## src/rtl/clct_zone_busy_sched.sv

```systemverilog
// Per-CFEB dead-time scheduler feeding the busy lines of the best-1-of-7 sorter.
// Accepted CLCTs mask their zone (and optionally edge neighbours) for dead_time clocks.
module clct_zone_busy_sched #(
    parameter int MXCFEB  = 7,
    parameter int MXKEYBX = 8,
    parameter int MXDEADB = 4,
    parameter int EDGE_HS = 2,
    parameter int MXCNTB  = 16
) (
    input  logic               clock,
    input  logic               reset,
    input  logic               enable,
    input  logic [MXDEADB-1:0] dead_time,
    input  logic               spread_en,
    input  logic               purge,
    input  logic               clct_vld,
    input  logic [MXKEYBX-1:0] clct_key,
    output logic [MXCFEB-1:0]  bsy,
    output logic               any_bsy,
    output logic               bad_key,
    output logic [MXCNTB-1:0]  accept_cnt,
    output logic [MXCNTB-1:0]  drop_cnt
);

    typedef enum logic [1:0] {
        IDLE  = 2'd0,
        RUN   = 2'd1,
        PURGE = 2'd2
    } state_t;

    localparam logic [4:0] EDGE_LO = 5'(EDGE_HS);
    localparam logic [4:0] EDGE_HI = 5'(32 - EDGE_HS);

    state_t state;
    state_t state_nxt;

    logic [MXCFEB-1:0][MXDEADB-1:0] timer;
    logic [MXCFEB-1:0][MXDEADB-1:0] timer_nxt;
    logic [MXCFEB-1:0][MXDEADB-1:0] timer_dec;
    logic [MXCFEB-1:0]              bsy_nxt;

    logic [2:0] zone;
    logic [4:0] ofs;
    logic       key_bad;
    logic       strobe;
    logic       hit_busy;
    logic       accept;
    logic       drop;
    logic       own;
    logic       nbr;

    assign zone    = clct_key[MXKEYBX-1:5];
    assign ofs     = clct_key[4:0];
    assign key_bad = (zone >= 3'(MXCFEB));
    assign strobe  = (state == RUN) && clct_vld;

    always_ff @(posedge clock) begin
        if (reset) begin
            state <= IDLE;
        end else begin
            state <= state_nxt;
        end
    end

    always_comb begin
        state_nxt = state;
        unique case (state)
            IDLE:    if (enable) state_nxt = RUN;
            RUN: begin
                if (!enable)    state_nxt = IDLE;
                else if (purge) state_nxt = PURGE;
            end
            PURGE:   state_nxt = enable ? RUN : IDLE;
            default: state_nxt = IDLE;
        endcase
    end

    always_comb begin
        hit_busy = 1'b0;
        for (int i = 0; i < MXCFEB; i++) begin
            if (zone == 3'(i) && timer[i] != '0) hit_busy = 1'b1;
        end
    end

    assign accept = strobe && !key_bad && !hit_busy;
    assign drop   = strobe && !key_bad && hit_busy;

    // Neighbour loads take the longer of the running and new dead time.
    always_comb begin
        own = 1'b0;
        nbr = 1'b0;
        for (int i = 0; i < MXCFEB; i++) begin
            timer_dec[i] = (timer[i] != '0) ? timer[i] - 1'b1 : '0;
            timer_nxt[i] = timer_dec[i];
            own = accept && (zone == 3'(i));
            nbr = accept && spread_en &&
                  (((ofs < EDGE_LO) && (zone == 3'(i + 1))) ||
                   ((ofs >= EDGE_HI) && (zone + 3'd1 == 3'(i))));
            if (own) begin
                timer_nxt[i] = dead_time;
            end else if (nbr) begin
                timer_nxt[i] = (timer_dec[i] > dead_time) ? timer_dec[i]
                                                          : dead_time;
            end
            if (state != RUN || state_nxt != RUN) timer_nxt[i] = '0;
            bsy_nxt[i] = (timer_nxt[i] != '0);
        end
        if (state_nxt == PURGE) bsy_nxt = '1;
    end

    always_ff @(posedge clock) begin
        if (reset) begin
            timer   <= '0;
            bsy     <= '0;
            any_bsy <= 1'b0;
        end else begin
            timer   <= timer_nxt;
            bsy     <= bsy_nxt;
            any_bsy <= |bsy_nxt;
        end
    end

    always_ff @(posedge clock) begin
        if (reset) begin
            bad_key    <= 1'b0;
            accept_cnt <= '0;
            drop_cnt   <= '0;
        end else begin
            if (strobe && key_bad) bad_key <= 1'b1;
            if (accept && accept_cnt != '1) accept_cnt <= accept_cnt + 1'b1;
            if (drop && drop_cnt != '1) drop_cnt <= drop_cnt + 1'b1;
        end
    end

endmodule

```

## config.mk

```make
export PLATFORM = sky130hd
export DESIGN_NAME = clct_zone_busy_sched
export DESIGN_NICKNAME = d
export VERILOG_FILES = /design/src/rtl/clct_zone_busy_sched.sv
export SDC_FILE = /design/constraint.sdc
export NUM_CORES = 1
export LEC_CHECK = 0
export CAP_MARGIN = 10
export CORE_ASPECT_RATIO = 1.1
export CORE_UTILIZATION = 25
export CTS_BUF_LIST = sky130_fd_sc_hd__clkbuf_4 sky130_fd_sc_hd__clkbuf_8
export DETAILED_ROUTE_END_ITERATION = 10
export PLACE_DENSITY = 0.4
export SETUP_SLACK_MARGIN = 0.5
export SYNTH_ARGS = -nofsm -noshare
export SYNTH_HDL_FRONTEND = slang
export SYNTH_SLANG_ARGS = --single-unit
```

## constraint.sdc

```tcl
create_clock -name clock -period 3.2 [get_ports clock]
set_clock_uncertainty 0.05 [all_clocks]
set_input_delay 0.64 -clock clock [delete_from_list [all_inputs] [get_ports clock]]
set_output_delay 0.64 -clock clock [all_outputs]
set_load 0.1 [all_outputs]
```

==> flow_summary.ini <==
[cells_and_area]
fin_nets = 776
fin_cells = 955
area_growth_syn_to_layout_pct = 49.3
diodes = 0
final_area_sq_um = 6830
fillers = 1816
final_layout_size_suffix_gt1_share_pct = 38.9

[critical_path]
r2r-start = timer[16]$_SDFF_PP0_
critPathLaunch = spread_en
worstSetupStartpointType = input pin
path_buf_inv = 2
cp.arrival_ns = 2.97
cp_max_fo = 3
crit_family = compound AO/OA/AOI/OAI gates
max_stage_delay_ns = 0.48
cpMostUsedCell = o31ai_2
cp-end-kind = flip-flop
r2r_slack_ns = 0.50
crit_slowest_cell = clkdlybuf4s50_1
path_class = in2reg
crit_required_ns = 3.44
crit_chain = clkdlybuf4s50_1 -> or3b_4 -> o31ai_2 -> a32o_1 -> nand4b_1 -> buf_4 -> nand2_1 -> o31ai_2 -> o2111a_1 -> a31oi_1

[global_routing]
gr-usage-met1_pct = 19.2
grt_antenna_before_repair = 0
grt_util_met2_pct = 26.4
grt_max_degree = 45
grt_pass1_vias = 4552
grt_overflow = 0
grt_usage_pct = 15.9
top_usage_layer = met2
met3_usage_pct = 4.88
grt_pass1_wl_um = 22700

[synthesis]
syn_nets = 632
ys_seq_area_share_pct = 31.1
syn_avg_cell_area_sq_um = 8.06
synth_flop_cell = dfxtp_1
synth_seq_cells = 71
yosysWarnings = 0
synth_area_sq_um = 4580
ys_types = 61
synthCells = 568
async_flop_share_pct = 0
synth-edff-count = 0

[routing]
firstDrtPassIters = 6
vias = 4551
vias_per_cell = 4.77
drtIter0Drc = 136
drc = 0
routed_wl_um = 14400
antenna_left = 0
wl_per_cell_um = 15.1

[sta]
setup_violations = 0
min_period_over_period_pct = 85.6
relSlewSlack_pct = 49.9
clock.fmax_ghz = 0.365
grt_setup_unrepaired = true
min_period_ns = 2.74
slew_violations = 0
worstMarginPinSlew_ns = 0.751
finalHoldViolations = 0

[cts]
cts_sinks = 71
h-tree-depth = 3
root_buffer = clkbuf_8
cts_buffer_depth = 2
cts_tree = built
clk_latency_ns = 0.36
cts_buffers = 9
clk_pin_slew_worst_paths_ns = 0.08

[place]
routabilityCongestion = 0.810
place_inst = 907
hpwlAfterDp_um = 10700
place_area_sq_um = 5770
io_buffers = 57

[power]
pwr_density_cell_nw_per_um2 = 276
peakVddDrop_mv = 0.147
leakage_nw = 2.80
finalPower_mw = 1.88

[run_status]
status = complete, no violations

[worst_hold_path]
hold_class = reg2reg
min_from = accept_cnt[8]$_SDFFE_PP0P_

[floorplanning]
die_x_um = 131
die_y_um = 144
start_util_pct = 25.7
core_sq_um = 17800
rows = 51
die-area_sq_um = 18800
ios = 59

[run]
maxCapViolations = 0
-- layout make-up --
class,instances,area (sq um),area share (%)
flip-flops and latches,71,1450,21.2
repair buffers,151,1250,18.2
well taps,238,298,4.36
clock buffers,10,138,2.02
clock inverters,6,60.1,0.879
multi-input cells,440,3490,51.1
inverters,39,148,2.16
-- final timing paths --
| kind | end | cells after the start |
|---|---|---|
| min reg2reg | accept_cnt[8]$_SDFFE_PP0P_ | 2 |
| max | any_bsy$_SDFF_PP0_ | 10 |
| min | accept_cnt[8]$_SDFFE_PP0P_ | 2 |
| max reg2reg | drop_cnt[12]$_SDFFE_PP0P_ | 14 |
-- logic make-up after synthesis --
family / Yosys count / share of synthesized area, %
simple gates: 244 / 27.3
fa+ha+maj: 46 / 12.6
flops: 71 / 31.1
mux: 17 / 3.86
xor+xnor: 27 / 5.17
buf+inv: 57 / 4.87
compound gates: 106 / 15.1
-- registers in the layout (all words and copies together), names as in the netlist --
name / flops
timer: 28
any_bsy: 1
accept_cnt: 16
state: 2
bad_key: 1
bsy: 7
drop_cnt: 16
-- stage by stage --
| stage | hold WS (ns) | utilization [%] | setup WS (ns) | setup TNS (ns) |
|---|---|---|---|---|
| global placement | 0.417 | 32.4 | -0.362 | -5.26 |
| floorplan | 0.445 | - | 0.382 | 0 |
| CTS | 0.452 | 35.4 | 0.473 | 0 |
| global route | 0.470 | 38.4 | 0.356 | 0 |
| detailed placement | 0.440 | 32.4 | -0.352 | -5.29 |
| finish | 0.447 | 38.4 | 0.461 | 0 |
-- layout by cell type (no fill, tap or decap), types with 11 or more instances in the layout --
cell,n
or3_1,12
inv_2,12
nand4_1,16
buf_4,118
nor2_2,15
ha_4,11
dfxtp_1,53
xor2_1,16
ha_1,34
o21ai_0,14
nand2_1,24
dfxtp_2,16
nand3_1,13
xnor2_1,11
buf_6,15
a21oi_1,35
nor2_1,80
inv_1,26
-- layer usage --
metal  wire length [um]  vias to the layer above
met2               6930                       73
met3                748                       21
met5                  0                        -
met1               6470                     2162
met4                282                        0
li1                   -                     2295
-- power by group --
group	internal [mW]	total (mW)	switching (mW)
Sequential	0.885	0.888	0.00225
Combinational	0.113	0.260	0.147
Clock	0.377	0.736	0.359
Total	1.38	1.88	0.508
-- synth_stat cells, types with 2 or more instances --
master / count / area [sq um]
mux2i_1: 12 / 120
a32o_1: 2 / 20.0
mux2_2: 5 / 56.3
o22ai_1: 2 / 12.5
and3_1: 5 / 31.3
clkbuf_1: 12 / 45.0
o211ai_1: 4 / 30.0
buf_2: 4 / 20.0
dfxtp_1: 71 / 1420
o21ai_0: 19 / 95.1
nor3b_1: 6 / 45.0
or3_1: 13 / 81.3
ha_1: 46 / 576
a31oi_1: 5 / 31.3
nor4_1: 3 / 18.8
o21a_1: 3 / 22.5
nor2b_1: 7 / 43.8
nand2_1: 24 / 90.1
nand3b_1: 2 / 15.0
inv_1: 38 / 143
and3b_1: 2 / 17.5
a211oi_1: 4 / 30.0
a21oi_1: 41 / 205
and2_1: 6 / 37.5
o311a_1: 3 / 30.0
nand4b_1: 2 / 17.5
o41ai_1: 2 / 17.5
nor2_1: 96 / 360
nand4_1: 16 / 100
xor2_1: 16 / 140
a21o_1: 5 / 37.5
nand3_1: 19 / 95.1
xnor2_1: 11 / 96.3
o31ai_1: 3 / 22.5
nor3_1: 21 / 105
nand2b_1: 10 / 62.6
and4_1: 3 / 26.3
nor3b_2: 2 / 25.0
-- what timing repair did --
| item | in CTS | in global routing |
|---|---|---|
| endpoints found under the hold margin | 0 | 0 |
| buffers inserted | 13 | 18 |
| gates resized for setup | 58 | 95 |
| endpoints found under the setup margin | 67 | 57 |
| hold buffers | 0 | 0 |
| pin swaps | 20 | 36 |
| cloned | 0 | 1 |
-- worst min-delay path, stage by stage (launching register included) --
cell and delay [ns]:
dfxtp_2 0.33, o21ai_0 0.07, a21oi_1 0.06
(Power assumes the default switching activity.)
